--- config.mk ---
export PLATFORM = sky130hd
export DESIGN_NAME = unsigned_restoring_divider_16
export DESIGN_NICKNAME = d
export VERILOG_FILES = /design/src/rtl/unsigned_restoring_divider_16.sv
export SDC_FILE = /design/constraint.sdc
export NUM_CORES = 1
export LEC_CHECK = 0
export CORE_MARGIN = 8
export CORE_UTILIZATION = 25
export DETAILED_ROUTE_END_ITERATION = 8
export GPL_TIMING_DRIVEN = 1
export HOLD_SLACK_MARGIN = 0.1
export SLEW_MARGIN = 20
export SYNTH_ARGS = -nofsm -noshare
export SYNTH_HDL_FRONTEND = slang
export SYNTH_SLANG_ARGS = --single-unit
--- constraint.sdc ---
create_clock -name clk -period 7 [get_ports clk]
set_clock_uncertainty 0.15 [all_clocks]
set_input_delay 1.4 -clock clk [delete_from_list [all_inputs] [get_ports clk]]
set_output_delay 1.4 -clock clk [all_outputs]
set_load 0.05 [all_outputs]
--- src/rtl/unsigned_restoring_divider_16.sv ---
// Radix-2 restoring unsigned divider: one quotient bit per clock, start/busy/done handshake.
// Latency WIDTH+1 edges from accept to done; UNSIGNED_DIVIDER_EARLY_OUT_EN finishes trivial cases in 1.
// start is ignored while RUN; a start seen in DONE is accepted back-to-back.
module unsigned_restoring_divider_16 #(
    parameter int WIDTH = 16
) (
    input  logic             clk,
    input  logic             rst,
    input  logic             start,
    input  logic [WIDTH-1:0] dividend,
    input  logic [WIDTH-1:0] divisor,
    output logic             busy,
    output logic             done,
    output logic [WIDTH-1:0] quotient,
    output logic [WIDTH-1:0] remainder,
    output logic             div_by_zero
);
    localparam int CW = $clog2(WIDTH);

    typedef enum logic [1:0] {IDLE, RUN, DONE} state_t;

    state_t           state;
    logic [CW-1:0]    count;
    logic [WIDTH-1:0] pr;
    logic [WIDTH-1:0] q;
    logic [WIDTH-1:0] dvsr;

    // After a restore the partial remainder is below the divisor, so only the
    // shifted value needs the extra bit; the stored value fits in WIDTH bits.
    logic [WIDTH:0]   pr_sh;
    logic [WIDTH-1:0] diff;
    logic             take;

    assign pr_sh = {pr, q[WIDTH-1]};
    assign take  = (pr_sh >= {1'b0, dvsr});
    assign diff  = pr_sh[WIDTH-1:0] - dvsr;

    always_ff @(posedge clk) begin
        if (rst) begin
            state       <= IDLE;
            busy        <= 1'b0;
            done        <= 1'b0;
            quotient    <= '0;
            remainder   <= '0;
            div_by_zero <= 1'b0;
            count       <= '0;
            pr          <= '0;
            q           <= '0;
            dvsr        <= '0;
        end else begin
            case (state)
                IDLE: begin
                    busy <= 1'b0;
                    done <= 1'b0;
                    if (start) begin
                        dvsr  <= divisor;
                        q     <= dividend;
                        pr    <= '0;
                        count <= CW'(WIDTH - 1);
                        state <= RUN;
`ifdef UNSIGNED_DIVIDER_EARLY_OUT_EN
                        if (divisor == '0 || dividend < divisor) begin
                            q     <= (divisor == '0) ? '1 : '0;
                            pr    <= dividend;
                            state <= DONE;
                        end
`endif
                    end
                end
                RUN: begin
                    busy <= 1'b1;
                    done <= 1'b0;
                    pr   <= take ? diff : pr_sh[WIDTH-1:0];
                    q    <= {q[WIDTH-2:0], take};
                    if (count == '0)
                        state <= DONE;
                    else
                        count <= count - 1'b1;
                end
                DONE: begin
                    busy        <= 1'b0;
                    done        <= 1'b1;
                    quotient    <= q;
                    remainder   <= pr;
                    div_by_zero <= (dvsr == '0);
                    if (start) begin
                        dvsr  <= divisor;
                        q     <= dividend;
                        pr    <= '0;
                        count <= CW'(WIDTH - 1);
                        state <= RUN;
                    end else begin
                        state <= IDLE;
                    end
                end
                default: state <= IDLE;
            endcase
        end
    end
endmodule

==> flow_summary.rst <==
.. list-table::
   :header-rows: 1

   * - Metric
     - Value
   * - #FFs+latches synth
     - 89
   * - Hold Violations, Final
     - 0
   * - Global-route wire length before repair
     - 17.8 mm
   * - Wire length per cell after detailed routing
     - 13.0 um
   * - Global route overflow
     - 0
   * - Worst-Margin Slew
     - 1.03 ns
   * - Overall track demand over capacity in global routing
     - 10.2%
   * - Layout-stage area growth over the synthesis result
     - 30.0%
   * - Switching power of the nets
     - 0.626 mW
   * - Drt total wl
     - 10.5 mm
   * - Number of vias per cell
     - 4.49
   * - Crit-path max cell delay
     - 0.86 ns
   * - Most common flop cell mapped by yosys
     - sky130_fd_sc_hd__dfxtp_1
   * - Sequential share of power
     - 31.0%
   * - F_max
     - 240 MHz
   * - Number of hold buffers added after cts
     - 0
   * - Post-synth net total
     - 575
   * - Worst Reg-to-Reg Cells
     - 4
   * - CP Data Required Time
     - 7.14 ns
   * - Worst Setup Slack, final
     - 2.83 ns
   * - Root buffer selected by CTS
     - sky130_fd_sc_hd__clkbuf_16
   * - TritonCTS clock tree
     - built
   * - Type of the most critical hold path
     - register to register
   * - Antenna-violating nets left
     - 0
   * - Fin cells
     - 803
   * - Max capacitance violation total
     - 0
   * - Post-CTS setup-driven buffer insertion count
     - 0
   * - Register area share after synthesis
     - 42.4%
   * - Outcome
     - finished, final reports clean
   * - Die Area
     - 21200 um^2
   * - Time the worst path needs with I/O delays and setup
     - 4.17 ns
   * - Buffer depth of the longest clock path
     - 2
   * - Clk_lat worst skew
     - 0.34 ns
   * - Total Neg Setup Slack
     - 0 ns
   * - Number of global-route vias before repair
     - 3615
   * - Nets
     - 631
   * - Antenna violations before repair
     - 0
   * - Clock transition at path regs
     - 0.06 ns
   * - Startpoint kind of the worst setup timing path
     - primary input
   * - Share of cells above drive strength 1
     - 4.97%
   * - Deepest level of the CTS H-tree
     - 3
   * - Leading cell types in the layout, fill and taps excluded
     - 125 x sky130_fd_sc_hd__nand2_1, 89 x sky130_fd_sc_hd__dfxtp_1, 68 x sky130_fd_sc_hd__clkdlybuf4s50_1
   * - Yosys warning total
     - 0
   * - Final Max Slew Viols
     - 0
   * - R2R Path Start
     - state[0]
   * - Master of the slowest instance on the critical path
     - sky130_fd_sc_hd__nor2_2
   * - Area fraction of the dominant cell type after synthesis
     - 42.4%
   * - Placeable core area
     - 16500 um^2
   * - Internal Pwr Total
     - 1.31 mW
   * - Mean instance size in the synthesized netlist
     - 8.05 um^2
   * - Port Buffer Count
     - 69
   * - First element of the critical path
     - start
   * - Register-to-register setup slack
     - 3.96 ns
   * - Post-DP HPWL
     - 7.61 mm
   * - Part of the power in combinational logic
     - 36.5%
   * - RSZ-0062 raised after global routing
     - no
   * - Biggest area consumer among synthesized cells
     - sky130_fd_sc_hd__dfxtp_1
   * - Count of clock tree sinks
     - 89
   * - Worst reg2reg endpoint
     - pr[1]
   * - Commonest non-fill, non-tap cell in the layout
     - sky130_fd_sc_hd__nand2_1
   * - Pin count of the biggest net entering global routing
     - 76
   * - Crit path capture
     - pr[1]
   * - Fillcell total
     - 1759
   * - Global placement routability congestion
     - 0.846
   * - Max transition margin
     - 31.4%
   * - Cell total after placement
     - 787
   * - Effective utilization at floorplan
     - 25.4%
   * - Total of endpoints with negative setup slack in the final report
     - 0
   * - Number of different library cells in the post-synthesis netlist
     - 44
   * - Switching share of power
     - 32.4%
   * - Total standard cell area after synthesis
     - 4200 um^2
   * - Post-cts gate resize count
     - 0
   * - Number of inserted diodes
     - 0
   * - Number of detailed-routing iterations run before antenna repair
     - 4
   * - Die height
     - 146 um
   * - EDFF count, synth
     - 0
   * - Top cells by area in the synthesized netlist
     - sky130_fd_sc_hd__dfxtp_1 42%, sky130_fd_sc_hd__nand2_1 11%, sky130_fd_sc_hd__a21oi_1 7.9%
   * - Number of buffers added by the clock tree synthesis step
     - 9
   * - Total via count after detailed routing
     - 3603
   * - Crit end category
     - register
   * - Share of synthesized registers carrying an async set or reset
     - 0%
   * - P per Cell Area
     - 354 nW/um^2
   * - Static Leak
     - 1.97 nW
   * - Clock network fraction of total power
     - 32.5%
   * - Arrival time of data at the critical path endpoint
     - 4.30 ns
   * - Ports placed on the boundary
     - 70
   * - Setup Slack @ Placement
     - 2.42 ns
   * - Maximum vdd ir drop
     - 164 uV
   * - Floorplan row count
     - 47
   * - Cell-by-cell trace of the critical path
     - clkdlybuf4s50_1, nand2b_1, nand2_1, nor2_2, a22o_1
   * - Number of instances in the synthesized netlist
     - 522
   * - Residual DRC count
     - 0
   * - Die width
     - 146 um
   * - CP Class
     - primary input to register
   * - Largest fanout on the critical path
     - 32
   * - DRC violation total after the first TritonRoute iteration
     - 128
   * - Period utilisation layout
     - 59.5%
==> layer usage <==
layer	GRT usage, %	wire length (um)	vias up
li1	-	-	1895
met5	0	0	-
met1	12.2	5000	1646
met4	4.69	193	0
met2	16.7	4790	50
met3	3.05	486	12
==> sequential cells by signal, indices dropped and copies added, names as in the netlist <==
signal and cells:
remainder 16, state 2, quotient 16, pr 16, busy 1, div_by_zero 1, q 16, count 4
done 1, dvsr 16
==> worst min-delay path by stage <==
stage / cells after the start / to / startpoint / slack [ns]
2_1_floorplan: 2 / quotient[6] / q[6] / 0.29
3_3_place_gp: 2 / remainder[9] / remainder[9] / 0.29
3_5_place_dp: 2 / remainder[4] / remainder[4] / 0.30
4_1_cts: 2 / remainder[4] / remainder[4] / 0.31
5_1_grt: 2 / remainder[12] / remainder[12] / 0.32
6_report: 2 / remainder[1] / remainder[1] / 0.30
==> worst max-delay path: cells and delay by family <==
kind	cells	cell delay, ns
AO/OA/AOI/OAI	1	0.25
buffers and inverters	1	0.43
AND/OR/NAND/NOR	3	2.21
==> final cells by class <==
type | instances | area (um^2) | area share (%)
Clock buffer | 11 | 243 | 4.44
Timing Repair Buffer | 74 | 723 | 13.2
Clock inverter | 5 | 150 | 2.75
Sequential cell | 89 | 1780 | 32.6
Tap cell | 220 | 275 | 5.04
Inverter | 19 | 71.3 | 1.31
Multi-Input combinational cell | 385 | 2220 | 40.6
==> power by group through the flow <==
stage | sequential [mW] | combinational [mW] | clock (mW)
3_3_place_gp | 0.610 | 0.706 | 0
2_1_floorplan | 0.604 | 0.635 | 0
4_1_cts | 0.599 | 0.713 | 0.643
5_1_grt | 0.608 | 0.792 | 0.659
6_report | 0.600 | 0.706 | 0.628
3_5_place_dp | 0.610 | 0.709 | 0
==> per-stage QoR <==
| stage | power (mW) | area (um^2) | util (%) | hold WS [ns] |
|---|---|---|---|---|
| global route | 2.06 | 5460 | 33.1 | 0.323 |
| floorplan | 1.24 | 4200 | - | 0.295 |
| global placement | 1.32 | 5070 | 30.7 | 0.293 |
| finish | 1.93 | 5460 | 33.1 | 0.305 |
| CTS | 1.96 | 5460 | 33.1 | 0.307 |
| detailed placement | 1.32 | 5070 | 30.7 | 0.298 |
==> cell usage after synthesis, drive strengths merged (4+ instances only) <==
library cell,number
nand2,125
dfxtp,89
a21oi,67
nor2,39
mux2i,30
a211oi,20
o21ai,20
inv,19
clkbuf,17
ha,17
buf,12
nand2b,7
nor3,7
xnor2,7
xor2,6
nor4,5
nand3,4
nor2b,4
==> kinds of logic after synthesis <==
| family | synth area share (%) |
|---|---|
| buffers and inverters | 4.94 |
| and+or+nand+nor | 20.1 |
| muxes | 7.14 |
| xor gates and xnor gates | 2.71 |
| AOI/OAI and AO/OA | 17.2 |
| adders and majority gates | 5.54 |
| DFF | 42.4 |
Note: power is estimated with default switching activity, not from simulation.
==> edit 1 (config.mk and constraints unchanged) <==
Add a define of `UNSIGNED_DIVIDER_EARLY_OUT_EN`.
--- a/src/rtl/unsigned_restoring_divider_16.sv
+++ b/src/rtl/unsigned_restoring_divider_16.sv
@@ -2,4 +2,6 @@
 // Latency WIDTH+1 edges from accept to done; UNSIGNED_DIVIDER_EARLY_OUT_EN finishes trivial cases in 1.
 // start is ignored while RUN; a start seen in DONE is accepted back-to-back.
+`define UNSIGNED_DIVIDER_EARLY_OUT_EN
+
 module unsigned_restoring_divider_16 #(
     parameter int WIDTH = 16
Formal check against the unedited RTL: not equivalent (a bounded check fails within 4 cycles, from zero or initial values and one cycle with rst high).
==> edit 1 against the original RTL <==
Final cell count rose by 14%; worst hold slack better by 0.019 ns; area after synthesis is 20% higher; final area is 15% higher; first-iteration DRC count rose by 100%; setup slack improved by 0.27 ns; highest routed layer unchanged; maximum frequency up 7.0%; power up 32%; sequential cell count did not move; clock power shrank 22%; non-clock buffer count grew 1; synthesized cell count is 12% higher; wire length up 45%; critical path type unchanged.
==> edit 1: results (changes against the original RTL) <==
status: "finished clean"
max_freq_mhz: 257  # +7.0%
min_to: "dvsr[10]"
drt_iter0_drc: 260  # +100%
hold_start: "dvsr[10]"
wl_met2_um: 6950  # +45%
path_max_fanout: 16  # -50%
rrSetupSlack_ns: 3.83  # -0.13 ns
fin_nets: 714  # +13%
muxShareOfSynthArea_pct: 9.83  # +2.7 points
grt_usage_pct: 12.4  # +2.1 points
cp_slowest_cell: "a22oi_2"
dp.cells: 901  # +14%
critPathArrivalTime_ns: 4.01  # -0.29 ns
hold_ws_ns: 0.323  # +0.0189 ns
synth_cell_types: 63  # +43%
worstReg2RegEnd: "pr[7]"
worstMarginPinSlew_ns: 1.12  # +0.0979 ns
place_ws_ns: 2.75  # +0.326 ns
r2r-start: "dvsr[1]"
drt_wl_total_um: 15200  # +45%
nFillCells: 2140  # +22%
drive_gt1_share_pct: 7.43  # +2.5 points
design_area_mm2: 0.00626  # +15%
synth_fa_ha_area_share_pct: 9.33  # +3.8 points
cp-endpoint: "q[15]"
gp_congestion: 0.844  # -0.22%
ir_worst_vdd_v: 0.000110  # -33%
place_area_mm2: 0.00597  # +18%
p_leak_nw: 2.41  # +22%
wl_met3_um: 891  # +83%
netlist_top_cells_count: "dfxtp_1 (89), nor2_1 (80), nand2_1 (47)"
synth_nets: 659  # +15%
reg2reg_depth: 10  # +6
met1_usage_pct: 15.8  # +3.6 points
final_cells: 916  # +14%
grt_max_degree: 90  # +18%
sw_frac_of_total_pct: 41.8  # +9.4 points
edit 1: cell types whose count changed in the layout (fill, tap and decap cells not counted), sizes merged, moves of 13 or more:
cell / change
inv: +21
a221oi: +27
ha: +19
nor2: +41
a211oi: -13
nand2: -78
nor3: +26
a21oi: -22
edit 1: power by group through the flow:
stage,clock network (mW),logic [mW],registers (mW)
detailed placement,0,1.35,0.723
global route,0.522,1.47,0.726
CTS,0.506,1.36,0.712
finish,0.491,1.36,0.711
global placement,0,1.34,0.723
floorplan,0,1.01,0.777
edit 1: worst max-delay path, delay by kind of cell:
kind | cells | cell delay (ns)
adders and majority gates | 1 | 0.36
AOI/OAI and AO/OA | 7 | 1.42
and+or+nand+nor | 1 | 0.30
buffers and inverters | 1 | 0.53
edit 1: final cells by class:
cell class                 instances  share of cell area, %
multi-input combinational        427                   47.4
clock buffer                      12                   4.10
clock inverter                     3                  0.639
timing repair buffer              75                   11.7
sequential                        89                   28.5
inverter                          40                   2.40
tap                              270                   5.39
==> edit 2 (same settings) <==
Without the edit above. Encoding of `state_t`: now one-hot (3 bits for 3 states).
--- a/src/rtl/unsigned_restoring_divider_16.sv
+++ b/src/rtl/unsigned_restoring_divider_16.sv
@@ -18,5 +18,5 @@
     localparam int CW = $clog2(WIDTH);
 
-    typedef enum logic [1:0] {IDLE, RUN, DONE} state_t;
+    typedef enum logic [2:0] {IDLE = 3'b001, RUN = 3'b010, DONE = 3'b100} state_t;
 
     state_t           state;
Function: same outputs for any inputs over 10 cycles, from zero or initial values and one cycle with rst high; not proved beyond that.
==> edit 2 against the original RTL <==
Wire length increased by 21%; area after synthesis rose by 9.1%; final area rose by 5.0%; synthesized cell count grew 10%; sequential cell count rose by 1; setup slack gained 0.93 ns; count of clock-buffer cells in the layout did not move; highest routed layer unchanged.
Power is not compared: it rests on default switching activity, and its combinational part moved more than twofold at a synthesized area within 25%.
==> edit 2: results (changes against the original RTL) <==
status: "finished clean"
synth_fa_ha_area_share_pct: 5.08  # -0.46 points
met1_usage_pct: 14.7  # +2.5 points
path_max_fanout: 32  # unchanged
hpwl_um: 9250  # +22%
maxSlewHeadroom_pct: 46.8  # +15 points
clk_latency_ns: 0.34  # about the same
muxShareOfSynthArea_pct: 3.98  # -3.2 points
synth_cell_types: 58  # +32%
netlist_top_cells_area: "dfxtp_1 (39%), nand2_1 (10%), a21oi_1 (7.4%), ha_1 (4.6%), mux2i_1 (3.5%)"
worstReg2RegEnd: "pr[14]"
synth_nets: 628  # +9.2%
hold_ws_ns: 0.305  # +0.000495 ns
htreeDepth: 3  # unchanged
synth_compound_area_share_pct: 22.3  # +5.1 points
p_leak_nw: 2.13
ys.flop_type: "dfxtp_1"
rrSetupSlack_ns: 4.04  # +0.08 ns
r2r-start: "q[15]"
grt_pass1_wl_um: 20100  # +13%
grt_max_degree: 40  # -47%
hold_start: "quotient[10]"
grt_util_met3_pct: 2.18  # -0.87 points
grt_pass1_vias: 3823  # +5.8%
wire_per_inst_um: 14.7  # +13%
drtPass1Iterations: 6  # +2
hold_depth: 2  # unchanged
drive_gt1_share_pct: 6.19  # +1.2 points
drt_iter0_drc: 334  # +160%
vias: 4129  # +15%
slowest_delay_ns: 0.53  # -0.33 ns
nFillCells: 1897  # +7.8%
hold_path_class: "reg -> reg"
cp_slowest_cell: "clkdlybuf4s50_1"
die_width_um: 151  # +4.0%
ir_worst_vdd_v: 0.000125
n_antenna_cell: 0  # unchanged
crit_family: "compound AO/OA/AOI/OAI gates"
min_to: "quotient[10]"
wl_met3_um: 492  # +1.2%
ys_seq_area_share_pct: 39.3  # -3.1 points
clockBufferDepth: 2  # unchanged
netlist_top_cells_count: "nand2_1 (123), dfxtp_1 (90), a21oi_1 (68)"
grt_usage_pct: 10.9  # +0.70 points
reg2reg_depth: 9  # +5
drt-met1-wl_um: 6180  # +24%
wl_met2_um: 5770  # +21%
gp_congestion: 0.826  # -2.4%
grt.met2_usage_pct: 17.2  # +0.48 points
postCtsResizedCells: 0  # unchanged
synth_xor_area_share_pct: 2.10  # -0.61 points
fin_nets: 679  # +7.6%
## edit 2: changes by cell type after synthesis, moves of 6 or more
cell / change
a21o_1: +7
buf_1: -6
clkbuf_1: +7
mux2i_1: -14
nand3_1: +6
o211ai_1: +15
o21ai_1: -7
## edit 2: area by class of cell
type	instances	share of cell area [%]
Clock buffer	11	4.41
Multi-Input combinational cell	429	44.2
Sequential cell	90	31.4
Clock inverter	4	0.894
Inverter	21	1.37
Tap cell	229	5.00
Timing Repair Buffer	75	12.7
## edit 2: per-stage QoR
stage          setup WS, ns  area, um2  power [mW]  util [%]  std cells
2_1_floorplan          4.35       4590       0.765         -        575
4_1_cts                3.78       5740        1.32      31.9        859
3_5_place_dp           3.43       5430       0.832      30.2        844
5_1_grt                3.65       5740        1.38      31.9        859
6_report               3.76       5740        1.31      31.9        859
3_3_place_gp           3.45       5430       0.831      30.2        844
## edit 2: worst max path at each step
| stage | startpoint | to | slack [ns] | cells after the start |
|---|---|---|---|---|
| after floorplan | dvsr[7] | pr[10] | 4.35 | 10 |
| after global placement | start | pr[14] | 3.45 | 7 |
| after detailed placement | start | pr[14] | 3.43 | 7 |
| after CTS | start | pr[14] | 3.78 | 7 |
| after global routing | start | pr[14] | 3.65 | 7 |
| final | start | pr[14] | 3.76 | 7 |
## edit 2: worst register-to-register path, stage by stage, from the launching register on
cell and delay [ns]:
dfxtp_1 0.37, inv_1 0.08, ha_1 0.22, fa_1 0.38
nand2b_1 0.21, a21oi_1 0.46, o211ai_1 0.17, a211o_1 0.34
a2111oi_0 0.36, a311o_1 0.16
